**config.mk**
```make
export PLATFORM = sky130hd
export DESIGN_NAME = i2s_rx_frontend_flat
export DESIGN_NICKNAME = d
export VERILOG_FILES = /design/src/rtl/i2s_pkg.sv /design/src/rtl/i2s_rx_frontend_if.sv /design/src/rtl/i2s_sck_gen.sv /design/src/rtl/i2s_rx_frontend.sv /design/src/flat_wrapper.sv
export SDC_FILE = /design/constraint.sdc
export NUM_CORES = 1
export LEC_CHECK = 0
export ABC_AREA = 1
export BUFFER_PORTS_ARGS = -buffer_cell sky130_fd_sc_hd__buf_2
export CORE_MARGIN = 2
export CORE_UTILIZATION = 23
export DETAILED_ROUTE_END_ITERATION = 8
export MAX_ROUTING_LAYER = met4
export RECOVER_POWER = 100
export SYNTH_ARGS = -nofsm -noshare
export SYNTH_HDL_FRONTEND = slang
export SYNTH_HIERARCHICAL = 1
export SYNTH_SLANG_ARGS = --single-unit
```
**constraint.sdc**
```tcl
create_clock -name HCLK -period 5.31 [get_ports HCLK]
set_input_delay 0.7965 -clock HCLK [delete_from_list [all_inputs] [get_ports HCLK]]
set_output_delay 0.7965 -clock HCLK [all_outputs]
set_load 0.01 [all_outputs]
```
**src/rtl/i2s_pkg.sv**
```systemverilog
// Shared definitions for the I2S receive front end: FSM encoding, default geometry
// and the counter-width helper used by the divider and slot counter.
package i2s_pkg;

    typedef enum logic [1:0] {
        ST_IDLE = 2'd0,
        ST_SYNC = 2'd1,
        ST_RUN  = 2'd2
    } i2s_state_e;

    localparam int unsigned CLK_DIV_DEF     = 4;
    localparam int unsigned SLOT_BITS_DEF   = 32;
    localparam int unsigned SAMPLE_BITS_DEF = 32;

    // Bits needed for a counter running 0..n-1 (never less than one bit)
    function automatic int unsigned cnt_w(input int unsigned n);
        return (n <= 2) ? 1 : $clog2(n);
    endfunction

endpackage

```
**src/rtl/i2s_rx_frontend_if.sv**
```systemverilog
// Frame delivery bus between the I2S receive front end and its consumer.
interface i2s_rx_frontend_if
    import i2s_pkg::*;
#(
    parameter int unsigned SAMPLE_BITS = SAMPLE_BITS_DEF
) ();

    logic [2*SAMPLE_BITS-1:0] frame_o;
    logic                     frame_valid_o;
    logic                     frame_ready_i;
    logic                     overrun_o;
    logic                     overrun_clr_i;

    modport master (
        output frame_o, frame_valid_o, overrun_o,
        input  frame_ready_i, overrun_clr_i
    );

    modport slave (
        input  frame_o, frame_valid_o, overrun_o,
        output frame_ready_i, overrun_clr_i
    );

endinterface

```
**src/rtl/i2s_sck_gen.sv**
```systemverilog
// SCK generator: divides HCLK into the I2S bit clock and flags each SCK edge with a
// one-cycle tick aligned to the sck register update.
module i2s_sck_gen
    import i2s_pkg::*;
#(
    parameter int unsigned CLK_DIV = CLK_DIV_DEF
) (
    input  logic clk,
    input  logic rst_n,
    input  logic i_run,
    output logic o_sck,
    output logic o_rise_tick,
    output logic o_fall_tick
);

    localparam int unsigned DW = cnt_w(CLK_DIV);

    logic [DW-1:0] r_cnt;
    logic          r_sck;
    logic          r_rise;
    logic          r_fall;

    always_ff @(posedge clk or negedge rst_n) begin
        if (!rst_n) begin
            r_cnt  <= '0;
            r_sck  <= 1'b0;
            r_rise <= 1'b0;
            r_fall <= 1'b0;
        end else if (!i_run) begin
            r_cnt  <= '0;
            r_sck  <= 1'b0;
            r_rise <= 1'b0;
            r_fall <= 1'b0;
        end else if (r_cnt == DW'(CLK_DIV - 1)) begin
            r_cnt  <= '0;
            r_sck  <= ~r_sck;
            r_rise <= ~r_sck;
            r_fall <= r_sck;
        end else begin
            r_cnt  <= r_cnt + DW'(1);
            r_rise <= 1'b0;
            r_fall <= 1'b0;
        end
    end

    assign o_sck       = r_sck;
    assign o_rise_tick = r_rise;
    assign o_fall_tick = r_fall;

endmodule

```
**src/rtl/i2s_rx_frontend.sv**
```systemverilog
// I2S master receive front end: drives SCK/WS, deserialises Philips-format SD and
// hands one {right, left} frame per WS period to the consumer with overrun tracking.
module i2s_rx_frontend
    import i2s_pkg::*;
#(
    parameter int unsigned CLK_DIV     = CLK_DIV_DEF,
    parameter int unsigned SLOT_BITS   = SLOT_BITS_DEF,
    parameter int unsigned SAMPLE_BITS = SAMPLE_BITS_DEF
) (
    input  logic               HCLK,
    input  logic               HRESETn,
    input  logic               en,
    input  logic               sd_i,
    output logic               sck_o,
    output logic               ws_o,
    i2s_rx_frontend_if.master  fr
);

    localparam int unsigned FRAME_SCK = 2 * SLOT_BITS;
    localparam int unsigned FW        = cnt_w(FRAME_SCK);
    localparam int unsigned LAST_P    = FRAME_SCK - 1;
    localparam int unsigned FB        = 2 * SAMPLE_BITS;

    i2s_state_e            r_state;
    i2s_state_e            w_state_nxt;
    logic                  w_run;
    logic                  w_rise;
    logic                  w_fall;
    logic [FW-1:0]         r_fcnt;
    logic [FW-1:0]         w_fcnt_nxt;
    logic [FW-1:0]         w_p;
    logic                  r_ws;
    logic [SAMPLE_BITS-1:0] r_left;
    logic [SAMPLE_BITS-1:0] r_right;
    logic [SAMPLE_BITS-1:0] w_left_nxt;
    logic [SAMPLE_BITS-1:0] w_right_nxt;
    logic [FB-1:0]         r_frame;
    logic                  r_valid;
    logic                  r_overrun;
    logic                  w_cap;
    logic                  w_complete;
    logic                  w_emit;

    i2s_sck_gen #(.CLK_DIV(CLK_DIV)) u_sck_gen (
        .clk         (HCLK),
        .rst_n       (HRESETn),
        .i_run       (w_run),
        .o_sck       (sck_o),
        .o_rise_tick (w_rise),
        .o_fall_tick (w_fall)
    );

    // Clocks stop in the same cycle en is seen low, not one state later
    assign w_run = en && (r_state != ST_IDLE);

    always_ff @(posedge HCLK or negedge HRESETn) begin
        if (!HRESETn) r_state <= ST_IDLE;
        else          r_state <= w_state_nxt;
    end

    always_comb begin
        w_state_nxt = r_state;
        unique case (r_state)
            ST_IDLE: if (en) w_state_nxt = ST_SYNC;
            ST_SYNC: begin
                if (!en)             w_state_nxt = ST_IDLE;
                else if (w_complete) w_state_nxt = ST_RUN;
            end
            ST_RUN:  if (!en) w_state_nxt = ST_IDLE;
            default: w_state_nxt = ST_IDLE;
        endcase
    end

    // Bit position of the sample captured on this rise (one SCK behind WS)
    always_comb begin
        w_fcnt_nxt  = (r_fcnt == FW'(LAST_P)) ? '0 : r_fcnt + FW'(1);
        w_p         = (r_fcnt == '0) ? FW'(LAST_P) : r_fcnt - FW'(1);
        w_cap       = w_run && w_rise;
        w_left_nxt  = r_left;
        w_right_nxt = r_right;
        if (w_cap && (32'(w_p) < SAMPLE_BITS))
            w_left_nxt = {r_left[SAMPLE_BITS-2:0], sd_i};
        if (w_cap && (32'(w_p) >= SLOT_BITS) && (32'(w_p) < SLOT_BITS + SAMPLE_BITS))
            w_right_nxt = {r_right[SAMPLE_BITS-2:0], sd_i};
        w_complete  = w_cap && (32'(w_p) == LAST_P);
        w_emit      = w_complete && (r_state == ST_RUN);
    end

    always_ff @(posedge HCLK or negedge HRESETn) begin
        if (!HRESETn) begin
            r_fcnt  <= '0;
            r_ws    <= 1'b0;
            r_left  <= '0;
            r_right <= '0;
        end else if (!w_run) begin
            r_fcnt  <= '0;
            r_ws    <= 1'b0;
            r_left  <= '0;
            r_right <= '0;
        end else begin
            if (w_fall) begin
                r_fcnt <= w_fcnt_nxt;
                r_ws   <= (32'(w_fcnt_nxt) >= SLOT_BITS);
            end
            r_left  <= w_left_nxt;
            r_right <= w_right_nxt;
        end
    end

    // Output frame and handshake keep running while idle so a pending frame can drain
    always_ff @(posedge HCLK or negedge HRESETn) begin
        if (!HRESETn) begin
            r_frame   <= '0;
            r_valid   <= 1'b0;
            r_overrun <= 1'b0;
        end else begin
            if (w_emit) begin
                r_frame <= {w_right_nxt, w_left_nxt};
                r_valid <= 1'b1;
            end else if (r_valid && fr.frame_ready_i) begin
                r_valid <= 1'b0;
            end
            if (w_emit && r_valid && !fr.frame_ready_i)
                r_overrun <= 1'b1;
            else if (fr.overrun_clr_i)
                r_overrun <= 1'b0;
        end
    end

    assign ws_o             = r_ws;
    assign fr.frame_o       = r_frame;
    assign fr.frame_valid_o = r_valid;
    assign fr.overrun_o     = r_overrun;

endmodule

```
**src/flat_wrapper.sv**
```systemverilog
// flat-port wrapper written by rule: the top's interface ports become plain ports
module i2s_rx_frontend_flat import i2s_pkg::*;
#(
    parameter int unsigned CLK_DIV     = CLK_DIV_DEF,
    parameter int unsigned SLOT_BITS   = SLOT_BITS_DEF,
    parameter int unsigned SAMPLE_BITS = SAMPLE_BITS_DEF
)
  (HCLK, HRESETn, en, sd_i, sck_o, ws_o, fr_frame_o, fr_frame_valid_o, fr_overrun_o, fr_frame_ready_i, fr_overrun_clr_i);
  i2s_rx_frontend_if #(.SAMPLE_BITS(SAMPLE_BITS)) fr_i ();
  input  logic HCLK;
  input  logic HRESETn;
  input  logic en;
  input  logic sd_i;
  output logic sck_o;
  output logic ws_o;
  output wire logic [$bits(fr_i.frame_o)-1:0] fr_frame_o;
  output wire logic [$bits(fr_i.frame_valid_o)-1:0] fr_frame_valid_o;
  output wire logic [$bits(fr_i.overrun_o)-1:0] fr_overrun_o;
  input wire logic [$bits(fr_i.frame_ready_i)-1:0] fr_frame_ready_i;
  input wire logic [$bits(fr_i.overrun_clr_i)-1:0] fr_overrun_clr_i;
  assign fr_frame_o = fr_i.frame_o;
  assign fr_frame_valid_o = fr_i.frame_valid_o;
  assign fr_overrun_o = fr_i.overrun_o;
  assign fr_i.frame_ready_i = fr_frame_ready_i;
  assign fr_i.overrun_clr_i = fr_overrun_clr_i;
  i2s_rx_frontend #(.CLK_DIV(CLK_DIV), .SLOT_BITS(SLOT_BITS), .SAMPLE_BITS(SAMPLE_BITS)) u_core (.HCLK(HCLK), .HRESETn(HRESETn), .en(en), .sd_i(sd_i), .sck_o(sck_o), .ws_o(ws_o), .fr(fr_i));
endmodule
```
# Word level (Yosys, flattened, before mapping)
# Index checks and enable logic that the tools add are counted.
op_classes:
  n_shift: 0
  n_bitwise: 1
  order_cmp: 3
  n_addsub: 3
  reduce_logical: 16
  multipliers: 0
  n_eq_ne: 10
  n_div: 0
  mux: 27
ops:
  columns: ["operator", "count"]
  rows:
  - ["2-to-1 mux 32 bit", 4]
  - ["2-to-1 mux 6 bit", 4]
  - ["== test 6 bit, second input constant", 2]
  - [">= comparator 6 bit, second input constant", 2]
  - ["2-to-1 mux 1 bit", 12]
  - ["2-to-1 mux 2 bit", 6]
  - ["logical AND 1 bit", 9]
  - ["adder 6 x 1 -> 6 bit, second input constant", 1]
  - ["zero test 6 bit", 1]
  - ["less-than comparator 6 bit, second input constant", 1]
  - ["one-hot mux 2 bit (3 select lines)", 1]
  - ["nonzero test 2 bit", 3]
  - ["subtractor 6 x 1 -> 6 bit, second input constant", 1]
  - ["== test 2 bit, second input constant", 2]
  - ["!= test 2 x 1 -> 1 bit, second input constant", 2]
  - ["!= test 2 bit, second input constant", 2]
  - ["!= test 3 x 2 -> 1 bit, second input constant", 1]
  - ["AND reduction 3 bit", 1]
  - ["adder 2 x 1 -> 2 bit, second input constant", 1]
  - ["== test 2 x 1 -> 1 bit, second input constant", 1]
  - ["zero test 2 bit", 1]
  - ["zero test 1 bit", 1]
  - ["NOT 1 bit", 1]
totals:
  mem_bits_ro: 0
  regBits: 144
  ram_bits: 0
  n_memories: 0
  word_cells: 72
  latch_bits: 0

# Depth between registers and ports, before layout
logic_depth:
  ltp_word: 8
  ltp_mapped: 13

# Hierarchy
# Netlist, hierarchy kept.
by_module_without_submodules:
  columns: ["mod", "seq_area_each_um2", "cells_per_inst", "area_each_um2", "instances"]
  rows:
  - ["i2s_rx_frontend", 3478.3, 727, 6169.7, 1]
  - ["i2s_sck_gen", 125.1, 18, 185.2, 1]

# Least setup slack after synthesis
# No wires, ideal clock.
synth_timing:
  path_kind: "input to register"
  from: "input port en"
  to: "register u_core.r_frame[23] (netlist: u_core/fr.frame_o[23])"
  t_required_ns: 5.244
  slack_ns: 3.478
  stages: 8
  arrival_time_ns: 1.766
  path_buffers: 2
  setup_time_ns: 0.066
  cell_sequence: "nand2_1 -> nor2_2 -> buf_2 -> buf_2 -> nand4_1 -> nand2_1 -> nand3_1 -> nand2_1"
synth_between:
  elab_chain_len: 4
synth_rtl:
  columns: ["item", "line_no", "text"]
  rows:
  - ["from (decl)", "flat_wrapper.sv:12", "input logic en;"]
  - ["logical AND 1 bit (*)", "i2s_rx_frontend.sv:54", "assign w_run = en && (r_state != ST_IDLE);"]
  - ["logical AND 1 bit (*)", "i2s_rx_frontend.sv:78", "w_cap = w_run && w_rise;"]
  - ["logical AND 1 bit, on equally long branches", "i2s_rx_frontend.sv:81, i2s_rx_frontend.sv:85", null]
  - ["2-to-1 mux 32 bit / logical AND 1 bit (equally long branches)", "i2s_rx_frontend.sv:81, i2s_rx_frontend.sv:86", null]
  - ["to (signal assigned)", "i2s_rx_frontend.sv:118", "r_frame <= {w_right_nxt, w_left_nxt};"]
  - ["to (decl)", "i2s_rx_frontend.sv:37", "logic [FB-1:0] r_frame;"]
# Mark *: on every way between the ends. The rest lies on a longest branch, timed or not.
# A chain may end at the register's enable or synchronous reset.

# Worst setup path in the final report
layout_timing:
  from: "register u_core.r_state[0]"
  to: "register u_core.r_fcnt[4]"
layout_between:
  elab_chain_len: 3
layout_rtl:
  columns: ["item", "line_no", "text"]
  rows:
  - ["from (decl)", "i2s_rx_frontend.sv:24", "i2s_state_e r_state;"]
  - ["from (signal assigned)", "i2s_rx_frontend.sv:58", "else r_state <= w_state_nxt;"]
  - ["nonzero test 2 bit (*)", "i2s_rx_frontend.sv:54", null]
  - ["logical AND 1 bit (*)", "i2s_rx_frontend.sv:54", null]
  - ["!= test 2 x 1 -> 1 bit (no line) / 2-to-1 mux 6 bit (equally long branches)", null, null]
  - ["to (signal assigned)", "i2s_rx_frontend.sv:102", "r_fcnt <= w_fcnt_nxt;"]
  - ["to (decl)", "i2s_rx_frontend.sv:29", "logic [FW-1:0] r_fcnt;"]
# Marked as above.

==> reports/qor.yml <==
final_layout:
  drive_gt1_frac: 0.0607
  fin_nets: 804
  fillers: 2934
  fin_cells: 1148
  layout_commonest_cell: "nand2_1"
  antenna_cells: 0
  seqCellArea_um2: 3600
  fin_area_um2: 7420
  multiInputGateArea_um2: 2380
  final_cell_mix: "285 x nand2_1, 144 x dfrtp_1, 107 x nand3_1"
  syn_to_final_growth_pct: 16.8
critical_path:
  path_cells: "or2_1, nand2_1, clkbuf_1, nor2_1, inv_1, a21oi_1, a211oi_1"
  critPathRequiredTime_ns: 5.60
  crit_type: "reg2reg"
  rr_worst_depth: 7
  cp_num_buf_inv: 2
  path_delay_family: "buffers and inverters"
  arrival_ns: 4.40
  worst-path-max-fanout: 68
  max_stage_delay_ns: 2.26
  setup.worst_path.end_class: "flop"
  critPathLaunchType: "flop"
  crit_path_top_delay_cell: "clkbuf_1"
  critical_path_cell_count: 7
global_routing:
  grt_pass1_wl_mm: 26.0
  gr-usage-met1: 0.156
  grt_max_degree: 114
  grt_antenna_before_repair: 0
  grt_pass1_vias: 5012
  use_met2: 0.173
  gr-usage-met3: 0.0277
  grt-ovfl-total: 0
  grtUsageTotal: 0.116
  top_usage_layer: "met2"
clock_tree:
  root_buffer: "clkbuf_16"
  hold_buffers: 0
  post_cts_resized: 0
  cts-buffers-inserted: 17
  clk_pin_slew_ns: 0.06
  h-tree-depth: 4
  clock_latency_ns: 0.42
  clock_sinks: 144
  cts_setup_buffers: 0
  cts_tree: "built"
  clk_path_buf_depth: 2
drt:
  vias: 5149
  first_iter_violations: 428
  avgRoutedWirePerCell_um: 13.4
  ant_nets: 0
  drt-total-wl_mm: 15.4
  viasPerCell: 4.49
  drtPass1Iterations: 5
  drcViolationCount: 0
timing:
  setup_tns_ns: 0
  hold_viol_final: 0
  fmax_mhz: 243
  grt_setup_unrepaired: "no"
  slew_violations: 183
  tightest_slew_ns: 3.18
  finalSetupViolations: 0
  maxSlewHeadroom: -1.12
  min_period_over_period: 0.774
  skew_ns: 0.0130
  fin_crit_ns: 4.11
yosys:
  synth_warnings: 6
  synth.area.mux_share: 0
  postSynthCellCount: 745
  synth_area_per_cell_um2: 8.53
  synth_xor_area_frac: 0.00138
  synth-adder-area-share: 0.00788
  syn_area_um2: 6350
  synth-compound-area-share: 0.0612
  synth_top_family_by_area: "simple AND/OR/NAND/NOR gates"
  ys_types: 25
  synth-simple-area-share: 0.304
  synth_seq_area_share: 0.567
  synth-seq-cells: 144
  syn_nets: 755
power_and_ir_drop:
  p_comb_frac: 0.023
  p_leak_nw: 3.82
  power_switching_mw: 0.505
  vdd_drop_max_mv: 0.173
  powerDensity_nw_per_um2: 319
  clkPwrFrac: 0.512
  seq_power_share: 0.466
  internal_power_mw: 1.86
  total_power_mw: 2.36
  swShare: 0.213
floorplan:
  die_h_um: 170
  start_util: 0.235
  core_um2: 27000
  ios: 74
  rows: 60
  die-area_um2: 29000
  die_x_um: 170
worst_hold_path:
  min_delay_path_depth: 1
  hp-class: "reg2reg"
status:
  failed_checks: "max-capacitance violations, max-slew violations"
  status: "finished, violations left"
job:
  drv_cap: 2
place:
  hpwl_mm: 9.34
  placed_cells: 1116
  routabilityCongestion: 0.762
  io_buffers: 73
  place_area_um2: 6940
[synthesized netlist by cell type]
cell type,count,area (um^2)
a21oi_1,70,350
nor2_4,1,11.3
ha_1,4,50.1
a211oi_1,1,7.51
nand3_2,2,20.0
nor3_1,1,5.00
o21ai_0,4,20.0
buf_6,9,101
o21ai_1,1,5.00
inv_2,1,3.75
a31oi_1,1,6.26
nand3_1,106,531
dfrtp_1,144,3600
xor2_1,1,8.76
or2_1,1,6.26
nor2_2,3,18.8
inv_1,18,67.6
buf_2,16,80.1
nor2_1,14,52.6
buf_4,4,30.0
nand4_1,34,213
clkbuf_1,22,82.6
nand3b_1,1,7.51
clkinv_1,1,3.75
nand2_1,285,1070
[worst paths after layout]
check / end / slack (ns) / from
max in group asynchronous: u_core/fr.frame_o[2] / 2.36 / HRESETn
worst max-delay path: u_core/r_fcnt[4] / 1.20 / u_core/r_state[0]
worst min register to register: u_core/u_sck_gen/r_cnt[0] / 0.43 / u_core/u_sck_gen/r_cnt[0]
min in group asynchronous: u_core/fr.frame_o[35] / 1.25 / HRESETn
worst max register to register: u_core/r_fcnt[4] / 1.20 / u_core/r_state[0]
worst min-delay path: u_core/u_sck_gen/r_cnt[0] / 0.43 / u_core/u_sck_gen/r_cnt[0]
[power groups by stage]
| stage | logic, mW | clock network [mW] | registers [mW] |
|---|---|---|---|
| floorplan | 0.0237 | 0 | 1.12 |
| global placement | 0.0573 | 0 | 1.12 |
| detailed placement | 0.0574 | 0 | 1.12 |
| CTS | 0.0575 | 1.24 | 1.10 |
| global route | 0.0624 | 1.29 | 1.10 |
| finish | 0.0535 | 1.21 | 1.10 |
[stage by stage]
| stage | util | setup WS (ns) | hold slack [ns] |
|---|---|---|---|
| floorplan | - | 3.48 | 0.407 |
| global placement | 0.257 | 1.86 | 0.423 |
| detailed placement | 0.257 | 1.88 | 0.423 |
| CTS | 0.279 | 1.87 | 0.430 |
| global route | 0.275 | 0.751 | 0.472 |
| finish | 0.275 | 1.20 | 0.432 |
[cell families after synthesis]
logic type               Yosys count
flip-flops                       144
XOR/XNOR                           1
buffers and inverters             71
AND/OR/NAND/NOR                  448
adder cells (fa/ha/maj)            4
AO/OA/AOI/OAI                     77
[layer usage]
metal	up-vias	wire length, um
met2	117	7030
met1	2448	7520
met3	11	659
li1	2573	-
met5	-	0
met4	0	142
[cell type report]
class,count,area share
tap,341,0.0575
multi-input combinational,530,0.321
sequential,144,0.486
clock buffer,23,0.0671
clock inverter,9,0.0142
inverter,20,0.0101
timing repair buffer,81,0.0447
[state kept, by name, indices dropped and copies added (netlist names)]
signal                        flops
u_core/fr.overrun_o               1
u_core/fr.frame_o                64
u_core/u_sck_gen/r_cnt            2
u_core/fr.frame_valid_o           1
u_core/r_right                   32
u_core/r_state                    2
u_core/r_left                    32
u_core/u_sck_gen/o_fall_tick      1
u_core/u_sck_gen/o_rise_tick      1
u_core/u_sck_gen/o_sck            1
u_core/r_fcnt                     6
u_core/ws_o                       1
No activity file was read; power rests on OpenSTA's default activity.
